$ cat config.mk
export PLATFORM = sky130hd
export DESIGN_NAME = note_recorder
export DESIGN_NICKNAME = d
export VERILOG_FILES = /design/src/rtl/note_recorder_pkg.sv /design/src/rtl/note_recorder_tick_gen.sv /design/src/rtl/note_recorder.sv
export SDC_FILE = /design/constraint.sdc
export NUM_CORES = 1
export LEC_CHECK = 0
export ABC_AREA = 1
export BUFFER_PORTS_ARGS = -buffer_cell sky130_fd_sc_hd__buf_2
export CAP_MARGIN = 15
export CORE_UTILIZATION = 50
export DETAILED_ROUTE_END_ITERATION = 10
export PLACE_DENSITY_LB_ADDON = 0.3
export SLEW_MARGIN = 20
export SYNTH_ARGS = -nofsm -noshare
export SYNTH_HDL_FRONTEND = slang
export SYNTH_HIERARCHICAL = 1
export SYNTH_SLANG_ARGS = --single-unit
$ cat constraint.sdc
create_clock -name clk -period 6.4 [get_ports clk]
set_input_delay 0.96 -clock clk [delete_from_list [all_inputs] [get_ports clk]]
set_output_delay 0.96 -clock clk [all_outputs]
set_load 0.005 [all_outputs]
$ cat src/rtl/note_recorder_pkg.sv
// Shared constants and types for the note recorder: state encoding, entry layout, defaults.
// Latency: n/a (definitions only).
// Backpressure: n/a.
package note_recorder_pkg;

    localparam int DEPTH_DEF    = 16;
    localparam int TICK_DIV_DEF = 400000;   // 10 ms at 40 MHz

    localparam int KEY_W   = 4;
    localparam int DUR_W   = 11;
    localparam int COUNT_W = 5;
    localparam int STATE_W = 2;

    localparam logic [STATE_W-1:0] ST_IDLE   = 2'd0;
    localparam logic [STATE_W-1:0] ST_ARM    = 2'd1;
    localparam logic [STATE_W-1:0] ST_RECORD = 2'd2;
    localparam logic [STATE_W-1:0] ST_PLAY   = 2'd3;

    localparam logic [DUR_W-1:0] DUR_MAX = 11'd2047;

    // 16-bit stored segment: {is_note, key, dur}
    typedef struct packed {
        logic             is_note;
        logic [KEY_W-1:0] key;
        logic [DUR_W-1:0] dur;
    } entry_t;

endpackage

$ cat src/rtl/note_recorder_tick_gen.sv
// Duration prescaler: emits a one-cycle tick every TICK_DIV enabled cycles.
// Latency: first tick on the TICK_DIV-th enabled cycle after a clear.
// Backpressure: none; clr has priority over counting.
// Ports: clk, rst (sync, active-high), en (count enable), clr (sync clear), tick (pulse out).
module note_recorder_tick_gen #(
    parameter int TICK_DIV = 4
) (
    input  logic clk,
    input  logic rst,
    input  logic en,
    input  logic clr,
    output logic tick
);
    localparam int CNT_W = (TICK_DIV > 1) ? $clog2(TICK_DIV) : 1;

    logic [CNT_W-1:0] cnt;

    assign tick = en && (cnt == CNT_W'(TICK_DIV - 1));

    always_ff @(posedge clk) begin
        if (rst || clr) begin
            cnt <= '0;
        end else if (en) begin
            cnt <= tick ? '0 : cnt + CNT_W'(1);
        end
    end

endmodule

$ cat src/rtl/note_recorder.sv
// Records keypad note/rest segments with tick durations and plays them back to tone_setting.
// Latency: passthrough 1 cycle (registered key/pressed); playback starts the cycle after play_start.
// Backpressure: none; recording stops when the buffer is full, extra presses are dropped.
// Ports: clk, rst (sync, active-high); key/pressed from keypad; rec_en level, play_start pulse;
//        key_out/pressed_out to tone_setting; state, count, full status.
module note_recorder
    import note_recorder_pkg::*;
#(
    parameter int DEPTH    = DEPTH_DEF,
    parameter int TICK_DIV = TICK_DIV_DEF
) (
    input  logic               clk,
    input  logic               rst,
    input  logic [KEY_W-1:0]   key,
    input  logic               pressed,
    input  logic               rec_en,
    input  logic               play_start,
    output logic [KEY_W-1:0]   key_out,
    output logic               pressed_out,
    output logic [STATE_W-1:0] state,
    output logic [COUNT_W-1:0] count,
    output logic               full
);
    localparam int ADDR_W = (DEPTH > 1) ? $clog2(DEPTH) : 1;

    entry_t mem [DEPTH];

    logic [KEY_W-1:0]   key_r;
    logic               pressed_r;
    logic               rec_q;

    // open recording segment
    logic               seg_note;
    logic [KEY_W-1:0]   seg_key;
    logic [DUR_W-1:0]   seg_dur;

    // playback: current entry plus a prefetched next entry
    logic               play_note;
    logic [KEY_W-1:0]   play_key;
    logic [DUR_W-1:0]   play_left;
    logic [COUNT_W-1:0] play_idx;
    entry_t             next_entry;
    logic               mute;

    logic               tick, tick_en, tick_clr;
    logic               rec_rise, seg_end, close_seg, keep, full_after;
    logic               play_step, play_last;
    logic [DUR_W-1:0]   dur_eff;
    logic [COUNT_W-1:0] idx_plus1, idx_plus2;
    entry_t             closing_entry;

    assign rec_rise = rec_en && !rec_q;

    // A tick landing on the closing cycle still belongs to the closing segment.
    assign dur_eff = (tick && seg_dur != DUR_MAX) ? seg_dur + DUR_W'(1) : seg_dur;

    assign seg_end    = (pressed_r != seg_note) || (pressed_r && key_r != seg_key) ||
                        (seg_dur == DUR_MAX);
    assign close_seg  = (state == ST_RECORD) && (seg_end || !rec_en);
    assign keep       = (dur_eff != '0);
    assign full_after = keep && (count + COUNT_W'(1) == COUNT_W'(DEPTH));

    assign closing_entry = '{is_note: seg_note, key: seg_key, dur: dur_eff};

    assign idx_plus1 = play_idx + COUNT_W'(1);
    assign idx_plus2 = play_idx + COUNT_W'(2);
    assign play_step = tick && (play_left <= DUR_W'(1));
    assign play_last = (idx_plus1 == count);

    // Prescaler idles at zero outside RECORD/PLAY so each segment or entry starts on a fresh period.
    assign tick_en  = (state == ST_RECORD) || (state == ST_PLAY);
    assign tick_clr = (state == ST_IDLE) || (state == ST_ARM) || close_seg ||
                      ((state == ST_PLAY) && (play_start || play_step));

    note_recorder_tick_gen #(.TICK_DIV(TICK_DIV)) u_tick_gen (
        .clk  (clk),
        .rst  (rst),
        .en   (tick_en),
        .clr  (tick_clr),
        .tick (tick)
    );

    always_ff @(posedge clk) begin
        if (close_seg && keep) begin
            mem[count[ADDR_W-1:0]] <= closing_entry;
        end
    end

    always_ff @(posedge clk) begin
        if (rst) begin
            key_r      <= '0;
            pressed_r  <= 1'b0;
            rec_q      <= 1'b0;
            state      <= ST_IDLE;
            count      <= '0;
            seg_note   <= 1'b0;
            seg_key    <= '0;
            seg_dur    <= '0;
            play_note  <= 1'b0;
            play_key   <= '0;
            play_left  <= '0;
            play_idx   <= '0;
            next_entry <= '0;
            mute       <= 1'b0;
        end else begin
            key_r     <= key;
            pressed_r <= pressed;
            rec_q     <= rec_en;
            mute      <= 1'b0;
            case (state)
                ST_IDLE: begin
                    if (rec_rise) begin
                        state <= ST_ARM;
                        count <= '0;
                    end else if (play_start && count != '0) begin
                        state      <= ST_PLAY;
                        play_idx   <= '0;
                        play_note  <= mem[ADDR_W'(0)].is_note;
                        play_key   <= mem[ADDR_W'(0)].key;
                        play_left  <= mem[ADDR_W'(0)].dur;
                        next_entry <= mem[ADDR_W'(1)];
                    end
                end
                ST_ARM: begin
                    if (!rec_en) begin
                        state <= ST_IDLE;
                    end else if (pressed_r) begin
                        state    <= ST_RECORD;
                        seg_note <= 1'b1;
                        seg_key  <= key_r;
                        seg_dur  <= '0;
                    end
                end
                ST_RECORD: begin
                    seg_dur <= dur_eff;
                    if (close_seg) begin
                        if (keep) begin
                            count <= count + COUNT_W'(1);
                        end
                        seg_note <= pressed_r;
                        seg_key  <= key_r;
                        seg_dur  <= '0;
                        if (!rec_en || full_after) begin
                            state <= ST_IDLE;
                        end
                    end
                end
                ST_PLAY: begin
                    if (rec_rise) begin
                        state <= ST_ARM;
                        count <= '0;
                    end else if (play_start) begin
                        play_idx   <= '0;
                        play_note  <= mem[ADDR_W'(0)].is_note;
                        play_key   <= mem[ADDR_W'(0)].key;
                        play_left  <= mem[ADDR_W'(0)].dur;
                        next_entry <= mem[ADDR_W'(1)];
                    end else if (tick) begin
                        play_left <= play_left - DUR_W'(1);
                        if (play_step) begin
                            if (play_last) begin
                                state <= ST_IDLE;
                                mute  <= 1'b1;
                            end else begin
                                play_idx   <= idx_plus1;
                                play_note  <= next_entry.is_note;
                                play_key   <= next_entry.key;
                                play_left  <= next_entry.dur;
                                next_entry <= mem[idx_plus2[ADDR_W-1:0]];
                            end
                        end
                    end
                end
                default: state <= ST_IDLE;
            endcase
        end
    end

    // Playback drives the tone path; one muted cycle separates the end of playback from passthrough.
    always_comb begin
        key_out     = key_r;
        pressed_out = pressed_r;
        if (state == ST_PLAY) begin
            key_out     = play_key;
            pressed_out = play_note;
        end else if (mute) begin
            pressed_out = 1'b0;
        end
    end

    assign full = (count == COUNT_W'(DEPTH));

endmodule

==> key figures, run 1 <==
Route
  • Wire per inst: 18.6 um
  • Drt drc: 0
  • First-iteration detailed-routing DRC count: 1175
  • DRT Pass-1 Iters: 5
  • DR vias: 10900
  • Vias/cell: 5.71
  • Post-DRT Antenna Nets: 0
  • Routed WL: 35600 um

Clock tree
  • Clock Path Buffers: 3
  • H-tree depth: 2
  • Clock-pin transition on the worst setup and hold timing paths: 0.06 ns
  • CTS tree: yes
  • Post-CTS Setup Repair Bufs: 0
  • CTS hold repair buffers: 0
  • Clock sink total: 342
  • CTS Root Cell: clkbuf_16
  • TritonCTS Buffers: 36
  • CTS resizes: 0
  • Worst skew pair latency: ~0.52 ns

Finish
  • Register area: 0.00941 mm^2
  • Nets: between 1500 and 2000
  • N_diodes: 0
  • Fraction of layout cells with a size suffix above 1: 10.3%
  • Area delta synth->final: 10.3%
  • Multi-input logic area: roughly 0.0051 mm^2
  • Fill cells: ~2500

Global routing
  • Gr usage total: 23.4%
  • Grt total ovfl: 0
  • Number of global-route vias before repair: 10400
  • Largest net degree at the start of global routing: 89
  • Antenna violations before repair: 0
  • Global-route wire length before repair: 56600 um

Synth
  • Post-synthesis compound-gate area fraction: approximately 13%
  • Seq cells post-synth: 342
  • Top post-synthesis cells by area: edfxtp_1, dfxtp_1, o21ai_0
  • Post-synth EDFFs: 256
  • Post-synth top area cell: edfxtp_1
  • Syn_nets: 1513
  • Sequential-to-total area share from yosys stat: between 60% and 70%
  • Post-synthesis xor/xnor area fraction: 1.09%
  • Top post-synthesis cells by count: edfxtp_1, nor2_1, o21ai_0
  • Synth Area in Adders: 1.24%
  • Avg Cell Area, Syn: 10.2 um^2
  • Mux cell area share after synthesis: 0.792%
  • Post-synthesis simple-gate area fraction: 16.4%
  • Mapped cell area: 0.0152 mm^2
  • Asr flop ratio synth: 0%
  • Yosys top cell area share: 50.7%
  • Most frequent cell after synthesis: edfxtp_1
  • Netlist cell types: 44
  • Largest family of logic cells by synthesized area: simple AND/OR/NAND/NOR gates
  • Top FF cell, synth: edfxtp_1
  • Mapped Cells: 1489
  • Synth Warn #: 6

Critical path
  • Crit end category: register
  • Worst R2R Path Depth: 20
  • Critical path fanouts, max: 16
  • Crit path arrival time: 4.70 ns
  • CP required: 6.60 ns
  • Startpoint types: register
  • Critical path class: reg2reg
  • R2R Setup Slk: between 1.5 and 2 ns
  • Worst R2R Start: state[0]$_SDFFE_PP0P_
  • Worst reg2reg endpoint: mem[2][9]$_DFFE_PP_

Placement
  • Hpwl dp: between 20000 and 25000 um
  • Number of port buffers: 21
  • Routability-driven placement congestion ratio: 0.889

Timing
  • Max frequency: ~220 MHz
  • Final worst path period share: 70.3%
  • Final hold viol count: 0
  • RSZ-0062 raised after global routing: false
  • Final Max Slew Viols: 0
  • Worst-margin pin slew: ~0.98 ns
  • Rel. slew slack: 34.9%
  • Final setup fails: 0
  • Final worst path period need: 4.50 ns
  • Clock skew: 0.0149 ns
  • Fin Setup TNS: 0 ns

Die
  • Die area: around 0.031 mm^2
  • Core footprint: 0.0297 mm^2
  • Chip width: 176 um
  • Cell Rows: 63
  • Ports: 22
  • Starting Density: 51.1%
  • Die height: 176 um

Min path
  • Hold Crit Depth: 2
  • Worst Hold Endpoint: next_entry[14]$_SDFFE_PP0P_
  • Hold path startpoint: next_entry[14]$_SDFFE_PP0P_
  • Worst min-delay path category: reg2reg

Pwr
  • Pwr Total: 0.00685 W
  • VDD IR max: 197 uV
  • Leakage: roughly 6.4 nW
  • Pwr per Cell Area: 410 mW/mm^2

Flow run
  • Max_cap viols: 0

Status
  • Status: complete, no violations
-- worst max-delay path: stages (launching register included) --
cell     delay (ns)
dfxtp_1        0.40
ha_1           0.46
inv_1          0.19
nand2_1        0.48
nand3_4        0.17
nor2_1         0.14
nand3_1        0.08
inv_1          0.26
nand2_1        0.09
inv_1          0.06
nand2_1        0.10
nor2_2         0.17
nand3_1        0.09
nand2_1        0.07
nand2_1        0.06
nand2_1        0.07
nor2_1         0.05
nand3_2        0.13
nand3_4        0.25
nor3_2         0.51
buf_4          0.33
-- report_power, final --
group	switching (W)	internal, W
registers	0.000213	0.00254
logic	0.00149	0.000678
clock network	0.000821	0.00111
-- worst max path at each step --
stage / end / startpoint / cells after the start
6_report: mem[2][9]$_DFFE_PP_ / state[0]$_SDFFE_PP0P_ / 20
5_1_grt: mem[2][9]$_DFFE_PP_ / state[0]$_SDFFE_PP0P_ / 20
4_1_cts: mem[2][9]$_DFFE_PP_ / state[0]$_SDFFE_PP0P_ / 14
3_5_place_dp: mem[2][9]$_DFFE_PP_ / state[0]$_SDFFE_PP0P_ / 14
3_3_place_gp: mem[1][8]$_DFFE_PP_ / state[0]$_SDFFE_PP0P_ / 13
2_1_floorplan: mem[4][0]$_DFFE_PP_ / state[0]$_SDFFE_PP0P_ / 23
-- layer usage --
metal | vias to the layer above | global-route usage (%) | wire length [um]
li1 | 5244 | - | -
met1 | 5206 | 32.2 | 15300
met2 | 386 | 37.8 | 16900
met3 | 70 | 2.93 | 2210
met4 | 0 | 9.24 | 1200
met5 | - | 0 | 0
-- cells in the final DEF (no fill, tap or decap), drive strengths merged --
cell type	instances
clkinv	16
nor2	264
o21bai	1
ha	15
o211ai	24
o31ai	1
mux2i	12
a22oi	10
o221ai	36
nand4	15
clkbuf	50
nor4	1
nand3	70
nor3	23
buf	41
xor2	15
xnor2	3
a31oi	2
nand2	186
o22ai	15
o21ai	209
nand3b	5
a21oi	59
edfxtp	256
inv	104
dfxtp	86
-- logic make-up after synthesis --
logic type | count (synthesis)
AO/OA/AOI/OAI | 357
XOR/XNOR | 18
adder cells (fa/ha/maj) | 15
buffers and inverters | 181
flip-flops | 342
multiplexers | 12
AND/OR/NAND/NOR | 564
-- area by class of cell --
type / instances / area share, %
multi-input cells: 966 / 30.4
flip-flops and latches: 342 / 56.2
clock inverters: 15 / 0.434
well taps: 390 / 2.92
repair buffers: 41 / 1.53
clock buffers: 50 / 6.06
inverters: 105 / 2.41
-- flip-flops by register name (all words and copies together) (netlist names), 2 cells and up --
name / count
seg_key: 4
play_idx: 5
u_tick_gen/cnt: 19
seg_dur: 11
play_key: 4
mem: 256
next_entry: 16
play_left: 11
state: 2
key_r: 4
count: 5
-- stage by stage --
| stage | hold WS (ns) | area, um^2 | std cells | utilization [%] | setup WS, ns |
|---|---|---|---|---|---|
| 2_1_floorplan | 0.430 | 15200 | 1489 | - | 2.43 |
| 3_3_place_gp | 0.447 | 15600 | 1844 | 52.6 | 1.93 |
| 3_5_place_dp | 0.449 | 15600 | 1844 | 52.7 | 1.98 |
| 4_1_cts | 0.458 | 16700 | 1909 | 56.3 | 1.95 |
| 5_1_grt | 0.476 | 16700 | 1909 | 56.3 | 1.49 |
| 6_report | 0.455 | 16700 | 1909 | 56.3 | 1.90 |
Note: power is estimated with default switching activity, not from simulation.
==> run 2, diff against run 1 <==
clock period = 4.65 ns   (was 6.4 ns; I/O delays follow)
==> run 2 against run 1 <==
Clock power increased by 45%. Non-clock buffer count increased by 6. Power increased by 41%. Wire length rose by 4.2%. Register-to-register slack worse by 1.3 ns. Cell area is 0.77% higher. First-iteration DRC count grew 6.2%. Sequential share of layout area fell by 0.43 points. Critical endpoint is now mem[7][4]$_DFFE_PP_.
==> key figures, run 2 (synthesis gave the netlist of run 1 again) <==
Placement
  • Routability-driven placement congestion ratio: 0.866
  • Hpwl dp: 22600 um
  • Dpl ws: 0.680 ns
  • Number of port buffers: 21

Global routing
  • Largest net degree at the start of global routing: 134
  • Grt total ovfl: 0
  • Global-route wire length before repair: 58800 um
  • Number of global-route vias before repair: 10800
  • Gr usage total: between 20 and 25%
  • Antenna violations before repair: 0

Finish
  • Fill cells: 2477
  • Register area: ~0.0094 mm^2
  • Most frequent cells in the layout: edfxtp_1, nor2_1, o21ai_0
  • N_diodes: 0
  • Fraction of layout cells with a size suffix above 1: about a tenth
  • Max reg flops: between 200 and 300
  • Most common cell after layout, fill and taps aside: edfxtp_1
  • Nets: 1523
  • Area delta synth->final: 11.1%
  • Multi-input logic area: 0.00508 mm^2

Timing
  • Final Max Slew Viols: 0
  • Final setup fails: 0
  • Fin Hold WS: around 0.38 ns
  • Worst-margin pin slew: 0.984 ns
  • Max frequency: 246 MHz
  • Fin Setup TNS: 0 ns
  • RSZ-0062 raised after global routing: false
  • Final worst path period need: 4.06 ns
  • Final worst path period share: 87.3%
  • Final worst-path setup slack: slightly below 0.6 ns
  • Final hold viol count: 0
  • Rel. slew slack: 34.3%
  • Clock skew: 0.0257 ns

Flow run
  • Max_cap viols: 0

Clock tree
  • CTS hold repair buffers: 0
  • CTS Root Cell: clkbuf_16
  • H-tree depth: 2
  • CTS tree: yes
  • Clock-pin transition on the worst setup and hold timing paths: 0.06 ns
  • CTS resizes: 0
  • TritonCTS Buffers: 37
  • Worst skew pair latency: 0.53 ns
  • Post-CTS Setup Repair Bufs: 0
  • Clock Path Buffers: 3
  • Clock sink total: 342

Pwr
  • Sequential power share: 39.2%
  • Pwr per Cell Area: 573 mW/mm^2
  • Comb pwr share: a little under a third
  • VDD IR max: 247 uV
  • Sw Ratio: between 30% and 40%
  • Clock power frac: 28.9%
  • Pwr Total: 0.00966 W
  • Switch Pwr: 0.00356 W
  • Leakage: 6.49 nW
  • Internal: 0.00609 W

Route
  • DRT Pass-1 Iters: 6
  • Drt drc: 0
  • Post-DRT Antenna Nets: 0
  • DR vias: approximately 11000
  • Routed WL: 37100 um
  • Wire per inst: 19.3 um
  • Vias/cell: about 5.8
  • First-iteration detailed-routing DRC count: 1248

Critical path
  • Slowest CP cell: nor3_2
  • Startpoint types: register
  • CP required: between 4 and 5 ns
  • Critical path class: reg2reg
  • Critical path's most frequent cell: nand2_1
  • Crit-path cells: ha_1 -> inv_1 -> nand2_1 -> nand3_4 -> nor2_1 -> nand3_1 -> inv_1 -> nand2_1 -> inv_1 -> nand2_1 -> nor2_2 -> nand3_1 -> nand2_1 -> nand2_1 -> nand2_1 -> nor2_1 -> nand3_2 -> nand3_4 -> nor3_2 -> buf_4
  • Critical path fanouts, max: 16
  • Crit path arrival time: 4.26 ns
  • CP max stage delay: 0.48 ns
  • Crit end category: register

Die
  • Die height: between 150 and 200 um
  • Core footprint: 0.0297 mm^2
  • Die area: 0.0311 mm^2
  • Cell Rows: between 60 and 70
  • Ports: 22
  • Starting Density: 51.1%
  • Chip width: roughly 180 um

Min path
  • Worst min-delay path category: in2reg

Status
  • Status: complete, no violations
-- run 2: changes by cell type in the layout (fill, tap and decap cells not counted) --
cell / previous run / this run
bufinv_16: 0 / 2
clkbuf_8: 4 / 2
clkbuf_16: 37 / 38
buf_4: 20 / 24
buf_12: 0 / 2
clkinv_8: 0 / 1
nor3_2: 14 / 15
inv_6: 3 / 2
clkinv_1: 9 / 10
nor3_4: 3 / 2
inv_2: 7 / 6
-- run 2: final timing paths --
path | start | slack, ns | cells after the start | end
min reg2reg | next_entry[14]$_SDFFE_PP0P_ | 0.45 | 2 | next_entry[14]$_SDFFE_PP0P_
min | pressed | 0.38 | 3 | pressed_r$_SDFF_PP0_
max reg2reg | state[1]$_SDFFE_PP0P_ | 0.59 | 20 | mem[7][4]$_DFFE_PP_
max | state[1]$_SDFFE_PP0P_ | 0.59 | 20 | mem[7][4]$_DFFE_PP_
-- run 2: power by group through the flow --
stage	sequential [W]	combinational [W]	clock [W]
after floorplan	0.00370	0.00229	0
after global placement	0.00383	0.00297	0
after global routing	0.00381	0.00343	0.00295
final	0.00379	0.00309	0.00279
after CTS	0.00378	0.00305	0.00282
after detailed placement	0.00384	0.00302	0
-- run 2: critical path, delay by kind of cell, from the launching register on --
family | cells | cell delay [ns]
adders and majority gates | 1 | 0.45
buffers and inverters | 4 | 0.79
and+or+nand+nor | 15 | 2.09
DFF | 1 | 0.40
-- run 2: cell type report --
class | count | share of cell area, %
Sequential cell | 342 | 55.8
Clock inverter | 17 | 0.831
Inverter | 105 | 2.40
Multi-Input combinational cell | 966 | 30.1
Timing Repair Buffer | 47 | 1.93
Clock buffer | 49 | 6.00
Tap cell | 390 | 2.89
-- run 2: metal layers --
layer / vias to the layer above / track usage, % / routed length (um)
met4: 0 / 9.57 / 1340
met2: 395 / 40.6 / 17600
met1: 5368 / 32.4 / 15900
li1: 5257 / - / -
met5: - / 0 / 0
met3: 82 / 3.17 / 2160
-- run 2: stage by stage --
| step | instance area [um^2] | instances | util [%] |
|---|---|---|---|
| 5_1_grt | 16900 | 1916 | 56.8 |
| 4_1_cts | 16900 | 1916 | 56.7 |
| 3_5_place_dp | 15700 | 1850 | 52.9 |
| 6_report | 16900 | 1916 | 56.8 |
| 2_1_floorplan | 15200 | 1489 | - |
| 3_3_place_gp | 15700 | 1850 | 52.9 |
==> run 3, diff against run 2 <==
PLACE_DENSITY = 0.72   (was not set)
PLACE_DENSITY_LB_ADDON = not set   (was 0.3)
==> run 3 against run 2 <==
Sequential share of layout area shrank 0.095 points. Clock skew shrank 0.0069 ns. Highest routed layer unchanged. Cell area grew 0.17%. Via count shrank 0.68%. Combinational power shrank 2%. Largest cell class unchanged. Wire length shrank 1.5%. Sequential power is essentially flat.
==> key figures, run 3 (synthesis gave the netlist of run 1 again) <==
Pwr
  • Pwr Total: between 0.009 and 0.01 W
  • Leakage: 6.51 nW
  • Pwr per Cell Area: roughly 580 mW/mm^2
  • VDD IR max: approximately 320 uV

Global routing
  • Number of global-route vias before repair: approximately 10000
  • Grt total ovfl: 0
  • Gr usage total: 24.1%
  • Antenna violations before repair: 0
  • Largest net degree at the start of global routing: 133
  • Global-route wire length before repair: 57900 um

Die
  • Ports: 22
  • Die area: 0.0311 mm^2
  • Chip width: 176 um
  • Core footprint: approximately 0.03 mm^2
  • Cell Rows: between 60 and 70
  • Die height: 176 um
  • Starting Density: just over 50%

Timing
  • Fin Setup TNS: 0 ns
  • Final hold viol count: 0
  • Final worst path period need: 4.05 ns
  • Clock skew: 0.0188 ns
  • RSZ-0062 raised after global routing: false
  • Final Max Slew Viols: 0
  • Worst-margin pin slew: 0.890 ns
  • Final worst path period share: a little under 90%
  • Fin Hold WS: 0.376 ns
  • Final setup fails: 0
  • Max frequency: 247 MHz
  • Rel. slew slack: about 40%

Clock tree
  • Clock-pin transition on the worst setup and hold timing paths: 0.06 ns
  • Post-CTS Setup Repair Bufs: 0
  • Worst skew pair latency: between 0.5 and 0.6 ns
  • CTS Root Cell: clkbuf_16
  • TritonCTS Buffers: 35
  • Clock sink total: approximately 340
  • CTS tree: yes
  • Clock Path Buffers: 3
  • CTS resizes: 0
  • CTS hold repair buffers: 0
  • H-tree depth: 2

Placement
  • Hpwl dp: 22600 um
  • Area after DPL: 0.0157 mm^2
  • Routability-driven placement congestion ratio: just over 0.9
  • Number of port buffers: 21

Critical path
  • Slowest CP cell: nor3_2
  • Startpoint types: register
  • Critical path class: reg2reg
  • CP max stage delay: about 0.5 ns
  • Critical path's most frequent cell: nand2_1
  • Crit path arrival time: 4.26 ns
  • Critical path fanouts, max: 16
  • Crit end category: register
  • CP required: 4.86 ns
  • Crit-path cells: ha_1 -> inv_1 -> nand2_1 -> nand3_4 -> nor2_1 -> nand3_1 -> inv_1 -> nand2_1 -> inv_1 -> nand2_1 -> nor2_2 -> nand3_1 -> nand2_1 -> nand2_1 -> nand2_1 -> nor2_1 -> nand3_2 -> nand3_4 -> nor3_2 -> buf_4

Route
  • DRT Pass-1 Iters: 5
  • DR vias: ~11000
  • Drt drc: 0
  • First-iteration detailed-routing DRC count: 1136
  • Routed WL: roughly 37000 um
  • Wire per inst: between 15 and 20 um
  • Vias/cell: 5.77
  • Post-DRT Antenna Nets: 0

Finish
  • Register area: 0.00941 mm^2
  • Area delta synth->final: 11.3%
  • Finished Cell Area: 0.0169 mm^2
  • Fill cells: 2430
  • Max reg flops: 256
  • Nets: 1521
  • N_diodes: 0
  • Most frequent cells in the layout: edfxtp_1, nor2_1, o21ai_0
  • Most common cell after layout, fill and taps aside: edfxtp_1
  • Fraction of layout cells with a size suffix above 1: 10.8%
  • Multi-input logic area: between 0.005 and 0.006 mm^2
  • Share of the core filled with cells: a little under three fifths

Min path
  • Worst min-delay path category: in2reg

Status
  • Status: complete, no violations

Flow run
  • Max_cap viols: 0
## run 3: power breakdown
group	internal (W)	switching [W]	total, W
combinational	0.000949	0.00207	0.00302
sequential	0.00350	0.000310	0.00381
clock	0.00178	0.00115	0.00292
total	0.00623	0.00353	0.00976
## run 3: final timing paths
kind,from,to,slack [ns],cells past startpoint
min,key[0],key_r[0]$_SDFF_PP0_,0.38,3
max reg2reg,state[0]$_SDFFE_PP0P_,mem[5][8]$_DFFE_PP_,0.60,20
min reg2reg,next_entry[12]$_SDFFE_PP0P_,next_entry[12]$_SDFFE_PP0P_,0.45,2
max,state[0]$_SDFFE_PP0P_,mem[5][8]$_DFFE_PP_,0.60,20
## run 3: layout make-up
type                            instances  area share, %
Multi-Input combinational cell        966           30.1
Tap cell                              390           2.89
Clock buffer                           42           5.83
Timing Repair Buffer                   47           1.85
Clock inverter                         19           1.24
Inverter                              105           2.38
Sequential cell                       342           55.7
## run 3: worst max-delay path, delay by kind of cell, from the launching register on
family | cells | cell delay [ns]
and+or+nand+nor | 15 | 2.06
buffers and inverters | 4 | 0.81
adders and majority gates | 1 | 0.43
DFF | 1 | 0.41
## run 3: metrics by stage
step                      setup slack (ns)  std cells
after detailed placement             0.711       1850
after CTS                            0.649       1911
after floorplan                      0.676       1489
after global routing                 0.316       1911
after global placement               0.847       1850
final                                0.601       1911
## run 3: layer usage
metal	wire length (um)	global-route usage (%)	vias to the layer above
met4	1370	9.53	0
met1	15300	32.6	5284
met2	17400	39.3	414
met3	2480	3.47	84
met5	0	0	-
li1	-	-	5245
